<file path="config.mk">
export PLATFORM = sky130hd
export DESIGN_NAME = rgb_effect_sequencer
export DESIGN_NICKNAME = d
export VERILOG_FILES = /design/src/rtl/rgb_effect_sequencer.sv
export SDC_FILE = /design/constraint.sdc
export NUM_CORES = 1
export LEC_CHECK = 0
export ABC_AREA = 1
export BUFFER_PORTS_ARGS = -buffer_cell sky130_fd_sc_hd__buf_4
export CAP_MARGIN = 20
export CORE_MARGIN = 5
export CORE_UTILIZATION = 60
export CTS_CLUSTER_DIAMETER = 80
export DETAILED_ROUTE_END_ITERATION = 16
export PLACE_DENSITY = 0.83
export SYNTH_ARGS = -nofsm -noshare
export SYNTH_HDL_FRONTEND = slang
export SYNTH_SLANG_ARGS = --single-unit
</file>
<file path="constraint.sdc">
create_clock -name clk -period 3.3 [get_ports clk]
set_input_delay 0.165 -clock clk [delete_from_list [all_inputs] [get_ports clk]]
set_output_delay 0.165 -clock clk [all_outputs]
set_load 0.01 [all_outputs]
</file>
<file path="src/rtl/rgb_effect_sequencer.sv">
// rgb_effect_sequencer: lighting effect controller for the two-lamp RGB PWM bank.
// It generates its own effect tick from the speed switches and runs a mode FSM
// with four modes: off, rainbow, breathe and blink. It drives registered duty
// values for both lamps and strobes duty_valid whenever those values are refreshed.
//
// Ports:
//   clk                    system clock
//   rst                    synchronous active-high reset
//   key_mode               1-cycle pulse: advance mode OFF->RAINBOW->BREATHE->BLINK->OFF
//   key_lamp               1-cycle pulse: cycle lamp enables 11->01->10->11
//   key_sync               1-cycle pulse: toggle sync (lamp 2 tracks lamp 1 or runs reversed)
//   sw[3:0]                speed select; one-hot picks DIV_F1..F4, anything else DIV_DEF
//   r1,g1,b1 / r2,g2,b2    registered 8-bit duty for lamp 1 / lamp 2
//   duty_valid             1-cycle strobe: duty outputs were refreshed this cycle
//   mode[1:0]              current mode (0 OFF, 1 RAINBOW, 2 BREATHE, 3 BLINK)
module rgb_effect_sequencer #(
  parameter int unsigned DIV_F1  = 12500,
  parameter int unsigned DIV_F2  = 25000,
  parameter int unsigned DIV_F3  = 100000,
  parameter int unsigned DIV_F4  = 200000,
  parameter int unsigned DIV_DEF = 50000
) (
  input  logic       clk,
  input  logic       rst,
  input  logic       key_mode,
  input  logic       key_lamp,
  input  logic       key_sync,
  input  logic [3:0] sw,
  output logic [7:0] r1,
  output logic [7:0] g1,
  output logic [7:0] b1,
  output logic [7:0] r2,
  output logic [7:0] g2,
  output logic [7:0] b2,
  output logic       duty_valid,
  output logic [1:0] mode
);

  typedef enum logic [1:0] {StOff, StRainbow, StBreathe, StBlink} mode_e;

  mode_e       state_q, state_d;
  logic [17:0] div_cnt_q, div_cnt_d, limit_q, limit_d, sw_limit;
  logic [9:0]  wheel_q, wheel_d;
  logic [7:0]  lvl_q, lvl_d;
  logic        dir_up_q, dir_up_d;
  logic [6:0]  blink_cnt_q, blink_cnt_d;
  logic        blink_on_q, blink_on_d;
  logic [1:0]  lamp_en_q, lamp_en_d;
  logic        sync_q, sync_d;
  logic        first_q;
  logic        tick, upd;
  logic [23:0] fwd, rev, lamp1, lamp2, lamp1_q, lamp2_q;
  logic        duty_valid_q;

  // Colour wheel: p in 0..764 maps to a packed {r, g, b}; rev selects the mirrored wheel.
  function automatic logic [23:0] wheel_rgb(input logic [9:0] p, input logic rv);
    logic [7:0] r, g, b;
    if (p < 10'd255) begin
      r = 8'(10'd255 - p);
      g = rv ? 8'(p) : 8'd0;
      b = rv ? 8'd0 : 8'(p);
    end else if (p < 10'd510) begin
      r = 8'd0;
      g = rv ? 8'(10'd510 - p) : 8'(p - 10'd255);
      b = rv ? 8'(p - 10'd255) : 8'(10'd510 - p);
    end else begin
      r = 8'(p - 10'd510);
      g = rv ? 8'd0 : 8'(10'd765 - p);
      b = rv ? 8'(10'd765 - p) : 8'd0;
    end
    return {r, g, b};
  endfunction

  always_comb begin
    case (sw)
      4'b1000: sw_limit = 18'(DIV_F1);
      4'b0100: sw_limit = 18'(DIV_F2);
      4'b0010: sw_limit = 18'(DIV_F3);
      4'b0001: sw_limit = 18'(DIV_F4);
      default: sw_limit = 18'(DIV_DEF);
    endcase
  end

  assign tick = (div_cnt_q == limit_q);
  assign upd  = first_q | tick | key_mode | key_lamp | key_sync;

  // Next-state: tick generator, mode FSM and phase counters.
  always_comb begin
    state_d     = state_q;
    wheel_d     = wheel_q;
    lvl_d       = lvl_q;
    dir_up_d    = dir_up_q;
    blink_cnt_d = blink_cnt_q;
    blink_on_d  = blink_on_q;
    lamp_en_d   = lamp_en_q;
    sync_d      = sync_q;
    // The limit only reloads on tick so a speed change never cuts a period short.
    div_cnt_d   = tick ? 18'd0 : div_cnt_q + 18'd1;
    limit_d     = tick ? sw_limit : limit_q;

    if (key_mode) begin
      // A mode change restarts every phase and swallows a coincident tick.
      unique case (state_q)
        StOff:     state_d = StRainbow;
        StRainbow: state_d = StBreathe;
        StBreathe: state_d = StBlink;
        StBlink:   state_d = StOff;
      endcase
      wheel_d     = 10'd0;
      lvl_d       = 8'd0;
      dir_up_d    = 1'b1;
      blink_cnt_d = 7'd0;
      blink_on_d  = 1'b1;
    end else if (tick) begin
      unique case (state_q)
        StOff: ;
        StRainbow: wheel_d = (wheel_q == 10'd764) ? 10'd0 : wheel_q + 10'd1;
        StBreathe: begin
          if (dir_up_q) begin
            if (lvl_q == 8'd255) begin
              lvl_d    = 8'd254;
              dir_up_d = 1'b0;
            end else begin
              lvl_d = lvl_q + 8'd1;
            end
          end else begin
            if (lvl_q == 8'd0) begin
              lvl_d    = 8'd1;
              dir_up_d = 1'b1;
            end else begin
              lvl_d = lvl_q - 8'd1;
            end
          end
        end
        StBlink: begin
          blink_cnt_d = blink_cnt_q + 7'd1;
          if (blink_cnt_q == 7'd127) blink_on_d = ~blink_on_q;
        end
      endcase
    end

    if (key_lamp) begin
      case (lamp_en_q)
        2'b11:   lamp_en_d = 2'b01;
        2'b01:   lamp_en_d = 2'b10;
        default: lamp_en_d = 2'b11;
      endcase
    end
    if (key_sync) sync_d = ~sync_q;
  end

  // Duties are computed from the next state so they land in the same edge as the update.
  assign fwd = wheel_rgb(wheel_d, 1'b0);
  assign rev = wheel_rgb(wheel_d, 1'b1);

  always_comb begin
    lamp1 = 24'd0;
    lamp2 = 24'd0;
    unique case (state_d)
      StOff: ;
      StRainbow: begin
        lamp1 = fwd;
        lamp2 = sync_d ? fwd : rev;
      end
      StBreathe: begin
        lamp1 = {3{lvl_d}};
        lamp2 = sync_d ? {3{lvl_d}} : {3{~lvl_d}};
      end
      StBlink: begin
        lamp1 = {24{blink_on_d}};
        lamp2 = sync_d ? {24{blink_on_d}} : {24{~blink_on_d}};
      end
    endcase
    if (!lamp_en_d[0]) lamp1 = 24'd0;
    if (!lamp_en_d[1]) lamp2 = 24'd0;
  end

  always_ff @(posedge clk) begin
    if (rst) begin
      state_q      <= StRainbow;
      div_cnt_q    <= 18'd0;
      limit_q      <= 18'(DIV_DEF);
      wheel_q      <= 10'd0;
      lvl_q        <= 8'd0;
      dir_up_q     <= 1'b1;
      blink_cnt_q  <= 7'd0;
      blink_on_q   <= 1'b1;
      lamp_en_q    <= 2'b11;
      sync_q       <= 1'b1;
      first_q      <= 1'b1;
      lamp1_q      <= 24'd0;
      lamp2_q      <= 24'd0;
      duty_valid_q <= 1'b0;
    end else begin
      state_q      <= state_d;
      div_cnt_q    <= div_cnt_d;
      limit_q      <= limit_d;
      wheel_q      <= wheel_d;
      lvl_q        <= lvl_d;
      dir_up_q     <= dir_up_d;
      blink_cnt_q  <= blink_cnt_d;
      blink_on_q   <= blink_on_d;
      lamp_en_q    <= lamp_en_d;
      sync_q       <= sync_d;
      first_q      <= 1'b0;
      lamp1_q      <= lamp1;
      lamp2_q      <= lamp2;
      duty_valid_q <= upd;
    end
  end

  assign {r1, g1, b1} = lamp1_q;
  assign {r2, g2, b2} = lamp2_q;
  assign duty_valid   = duty_valid_q;
  assign mode         = state_q;

endmodule

</file>
Word level (Yosys, flattened, before mapping)
Index checks and enable logic that the tools add are counted.
{ "classes": {"n_addsub": 10, "magnitude_cmp": 2, "n_eq_ne": 16, "mux": 35, "bitwise_logic": 10, "n_reduce_logical": 8} }
{ "ops": {"columns": ["op", "n"], "rows": [
  ["case mux 24 bit (3 select lines)", 2],
  ["2-to-1 mux 8 bit", 12],
  ["case mux 18 bit (4 select lines)", 1],
  ["2-to-1 mux 24 bit", 2],
  ["2-to-1 mux 10 bit", 4],
  ["subtractor 8 bit, first input constant", 3],
  ["adder 18 x 1 -> 18 bit, second input constant", 1],
  ["equality test 18 bit", 1],
  ["2-to-1 mux 16 bit", 1],
  ["subtractor 8 bit, second input constant", 2],
  ["adder 10 x 1 -> 10 bit, second input constant", 1],
  ["equality test 10 bit, second input constant", 1],
  ["equality test 2 bit, second input constant", 5],
  ["< comparator 10 x 8 -> 1 bit, second input constant", 1],
  ["< comparator 10 x 9 -> 1 bit, second input constant", 1],
  ["2-to-1 mux 1 bit", 9],
  ["adder 8 x 1 -> 8 bit, second input constant", 1],
  ["equality test 8 bit, second input constant", 1],
  ["zero test 8 bit", 1],
  ["NOT 8 bit", 1],
  ["case mux 2 bit (4 select lines)", 1],
  ["OR reduction 2 bit", 4],
  ["subtractor 8 x 1 -> 8 bit, second input constant", 1],
  ["adder 7 x 1 -> 7 bit, second input constant", 1],
  ["12 further kinds", 23]
]} }
{ "word_totals": {"register_bits": 118, "in_bits": 9, "out_inout_bits": 51, "wordCells": 95} }

Longest topological paths before layout
{ "depth": {"word_depth": 10, "mapped_depth": 22, "ltp_nobuf": 22} }

Worst setup path before layout
No wires, ideal clock.
{ "synth_timing": {"path_kind": "reg-to-reg", "start": "register div_cnt_q[6]", "end": "register lamp2_q[5]", "setup_ps": 132, "t_arrival_ps": 2561, "t_required_ps": 3168, "slack_ps": 607, "stages_incl_launch_ff": 22, "path_buffers": 1, "synth_period_minus_slack_ps": 2693, "cell_sequence": "dfxtp_1 -> inv_2 -> nand2_1 -> nand2_1 -> nor2_1 -> nand2_1 -> nor2_1 -> nand3_1 -> nand2_1 -> o21ai_0 -> nor2_2 -> ha_1 -> nand4_1 -> nor2_1 -> nand3_1 -> nand2_4 -> buf_6 -> nand3_1 -> nand3_1 -> nand2_1 -> nand3_1 -> a21oi_1"} }
{ "synth_via": {"elab_chain_cells": 8, "elab_cells_between_ends": 22, "cone_classes": "add/sub: 3; order compare: 2; eq/ne: 1; mux: 14; bitwise: 2"} }
{ "synth_lines": {"columns": ["element", "line_no", "text"], "rows": [
  ["start, declared", "42", "logic [17:0] div_cnt_q, div_cnt_d, limit_q, limit_d, sw_limit;"],
  ["start signal, assigned", "196", "div_cnt_q <= div_cnt_d;"],
  ["equality test 18 bit (*)", "84", "assign tick = (div_cnt_q == limit_q);"],
  ["2-to-1 mux 10 bit (*)", "114", "end else if (tick) begin"],
  ["2-to-1 mux 10 bit (*)", "101", "if (key_mode) begin"],
  ["net wheel_d[1]", "43", "logic [9:0] wheel_q, wheel_d;"],
  ["subtractor 8 bit (tied with other cells)", "69", "b = rv ? 8'(10'd765 - p) : 8'd0;"],
  ["2-to-1 mux 8 bit", "62", "end else if (p < 10'd510) begin"],
  ["2-to-1 mux 8 bit", "58", "if (p < 10'd255) begin"],
  ["2-to-1 mux 16 bit (*)", "163", "lamp2 = sync_d ? fwd : rev;"],
  ["case mux 24 bit (3 select lines) (*)", "159", "unique case (state_d)"],
  ["end signal, assigned", "207", "lamp2_q <= lamp2;"],
  ["end, declared", "52", "logic [23:0] fwd, rev, lamp1, lamp2, lamp1_q, lamp2_q;"]
]} }
The timed path passes the listed nets; every way through them passes the cells marked *.
A chain may end at the register's enable or synchronous reset.

Worst setup path in the final report
{ "layout_timing": {"start": "register limit_q[12]", "end": "register lamp2_q[6]"} }
{ "layout_via": {"elab_chain_cells": 8, "elab_cells_between_ends": 22, "cone_classes": "add/sub: 3; order compare: 2; eq/ne: 1; mux: 14; bitwise: 2"} }
{ "layout_lines": {"columns": ["element", "line_no", "text"], "rows": [
  ["start, declared", "42", null],
  ["start signal, assigned", "182", "limit_q <= 18'(DIV_DEF);"],
  ["start signal, assigned", "197", "limit_q <= limit_d;"],
  ["equality test 18 bit (*)", "84", null],
  ["2-to-1 mux 10 bit (*)", "114", null],
  ["2-to-1 mux 10 bit (*)", "101", null],
  ["net wheel_d[1]", "43", null],
  ["subtractor 8 bit (tied with other cells)", "69", null],
  ["2-to-1 mux 8 bit", "62", null],
  ["2-to-1 mux 8 bit", "58", null],
  ["2-to-1 mux 16 bit (*)", "163", null],
  ["case mux 24 bit (3 select lines) (*)", "159", null]
]} }
Marks and branches as above.

==> run_results.csv <==
group,metric,value,unit
global_routing,grt.met1_usage,37.9,%
cts,path_clk_slew,110,ps
yosys,syn_area,6550,sq um
global_routing,grt_use_met3,4.60,%
cts,worstSkewPairLatency,400,ps
timing,worstMarginPinSlew,839,ps
setup_path,arrival,3380,ps
yosys,synth-seq-cells,112,
power,ir_drop,0.267,mV
setup_path,reg2reg_slack,250,ps
power,swShare,29.0,%
yosys,synth_nets,1037,
layout,drive_gt1_share,14.2,%
timing,fin_skew,15.5,ps
worst_hold_path,min_to,"duty_valid",
power,p_switching,0.789,mW
route,routed_via_density,5.50,
global_routing,antenna_found_initial,0,
cts,cts-root-buf,"clkbuf_8",
layout,fin_cells,1222,
timing,fmax,0.328,GHz
setup_path,required,3630,ps
placement,place.gp.congestion,0.978,
setup_path,cp_max_fo,14,
timing,final-hold-violation-count,0,
cts,htree_levels,3,
timing,fin_crit_sh,92.5,%
cts,clkSinkCount,112,
layout,final_nets,1103,
flow_run,drv_cap,0,
layout,syn2layout_area_growth,13.8,%
global_routing,use_met2,41.2,%
power,p_leak,3.55,nW
placement,dp_hpwl,13.0,mm
setup_path,cp-end-kind,"register",
yosys,syn_inst,1012,
yosys,netlist-cell-type-count,46,
power,seq_power_share,52.5,%
setup_path,reg2reg_from,"limit_q[12]",
setup_path,r2r_end,"lamp2_q[6]",
die,die_area,13100,sq um
placement,portBuffers,59,
layout,n_antenna_cell,0,
worst_hold_path,min_path_type,"input pin to register",
cts,cts_buffers,9,
timing,drv_slew,0,
die,boundaryPins,60,
layout,layout_commonest_cell,"nand2_1",
global_routing,grt_pass1_wl,28.1,mm
die,die_w,114,um
worst_hold_path,hold_depth,3,
run_status,run_status,"finished clean",
route,dr.pass1.iters,5,
setup_path,r2r_cells,19,
route,wl_per_cell,14.2,um
die,start_util,60.7,%
power,p_comb_share,15.9,%
timing,period_minus_slack,3050,ps
route,detail_route.drc_violations,0,
global_routing,gr-total-overflow,0,
global_routing,grt_use_total,26.4,%
power,clockPowerShare,31.6,%
power,p_per_area,364,nW/um^2
timing,slew_headroom,43.9,%
yosys,ys_warn_count,0,
worst_hold_path,hold_start,"key_lamp",
global_routing,grt_pass1_vias,5921,
route,routed_wl,17.3,mm
timing,finalSetupViolations,0,
yosys,ys.flop_type,"dfxtp_1",
power,power,2.72,mW
layout,final_cell_mix,"258 x nand2_1, 116 x inv_1, 114 x nor2_1, 111 x dfxtp_1, 85 x nand3_1",
placement,dp.cells,1203,
power,internal_power,1.93,mW
cts,cts_tree,"yes",
yosys,avgSynthCellArea,6.47,sq um
yosys,async_flop_share,0,%
yosys,ys_seq_area_share,34.2,%
die,row_count,38,
route,num_vias,6715,
die,core-area,10800,sq um
setup_path,crit_type,"register to register",
global_routing,grt_max_degree,30,
die,die_h,114,um
route,drt-initial-drc-count,691,
setup_path,setup.worst_path.start_class,"register",
global_routing,grt.busiest_layer,"met2",
yosys,synth_edf_count,0,
cts,cts_buffer_depth,2,
route,ant_nets,0,
[what timing repair did]
action | in CTS | in global routing
setup buffers | 0 | 1
endpoints found under the setup margin | 0 | 37
hold buffers | 1 | 0
endpoints found under the hold margin | 1 | 0
gates resized for setup | 0 | 6
[synthesized netlist by cell type (3+ instances only)]
library cell	n	share of area, %
dfxtp_1	112	34
nor4_1	5	0.48
buf_6	3	0.52
nor2_2	8	0.76
o21ai_0	51	3.9
buf_1	4	0.23
nor3b_1	3	0.34
nand2_2	7	0.67
xnor2_1	6	0.80
nand2_1	258	15
xor2_1	18	2.4
nand3_4	3	0.80
o211ai_1	6	0.69
or2_2	3	0.29
a21oi_1	68	5.2
nor2_4	5	0.86
nand3_1	87	6.6
o21ai_1	6	0.46
clkbuf_1	18	1.0
and3_1	3	0.29
nor2_1	116	6.6
nand3_2	6	0.92
inv_1	116	6.6
nand4_1	25	2.4
inv_2	16	0.92
ha_1	16	3.1
nor3_1	16	1.2
clkinv_1	4	0.23
[cell families (layout without fill, tap and decap cells)]
family	after synthesis	count (layout)	synth area share, %
buf+inv	163	231	9.72
xor+xnor	24	24	3.21
simple gates	554	556	38.1
fa+ha+maj	16	16	3.06
flops	112	112	34.2
compound gates	143	143	11.7
[critical path, cell delays in order (launching register included)]
cell and delay [ps]:
dfxtp_1 400, inv_1 100, nand2_1 100, nand2_1 60, nor2_1 80, nand2_1 70
nor2_2 170, nand3_2 130, nand2_1 70, o21ai_0 100, nor2_2 200, ha_2 250
nand4_1 120, nor2_2 140, nand3_2 150, nand2_2 290, nand3_1 180, nand3_1 120
nand3_1 120, a21oi_1 150
[worst max-delay path by stage]
stage	cells after the start	endpoint	from	slack, ps
after floorplan	21	lamp2_q[5]	div_cnt_q[6]	610
after global placement	20	lamp1_q[21]	limit_q[12]	300
after detailed placement	20	lamp1_q[12]	limit_q[12]	240
after CTS	20	lamp1_q[12]	limit_q[12]	200
after global routing	21	lamp1_q[21]	div_cnt_q[9]	-20
final	19	lamp2_q[6]	limit_q[12]	250
[power by group through the flow]
stage          sequential [mW]  clock, mW  combinational, mW
2_1_floorplan             1.48          0              0.238
5_1_grt                   1.43      0.922              0.479
6_report                  1.43      0.860              0.431
3_5_place_dp              1.46          0              0.421
4_1_cts                   1.43      0.873              0.425
3_3_place_gp              1.46          0              0.414
[area by class of cell]
| cell class | count | area, sq um |
|---|---|---|
| fillers | 962 | 3330 |
| clock buffers | 10 | 138 |
| repair buffers | 80 | 616 |
| well taps | 140 | 175 |
| clock inverters | 5 | 66.3 |
| inverters | 136 | 510 |
| flip-flops and latches | 112 | 2240 |
| multi-input cells | 739 | 3710 |
[metrics by stage]
stage | area (sq um) | utilization [%] | hold slack [ps] | TNS, ps | worst slack [ps]
2_1_floorplan | 6550 | - | 193 | 0 | 607
3_3_place_gp | 7210 | 66.8 | 405 | 0 | 296
3_5_place_dp | 7210 | 66.8 | 409 | 0 | 237
4_1_cts | 7420 | 68.7 | 10.9 | 0 | 203
5_1_grt | 7460 | 69.1 | 20.3 | -19.7 | -17.8
6_report | 7460 | 69.1 | 21.2 | 0 | 249
[registers in the layout (all words and copies together), names as in the netlist]
signal	cells
div_cnt_q	18
lamp_en_q	2
first_q	1
wheel_q	10
limit_q	12
dir_up_q	1
lamp1_q	24
sync_q	1
blink_on_q	1
mode	2
blink_cnt_q	7
lvl_q	8
duty_valid	1
lamp2_q	24
[per-layer routing]
metal | vias to the layer above | routed length (um)
met5 | - | 0
met4 | 0 | 292
met3 | 27 | 1310
met2 | 258 | 7710
met1 | 3029 | 7980
li1 | 3401 | -
Note: power is estimated with default switching activity, not from simulation.
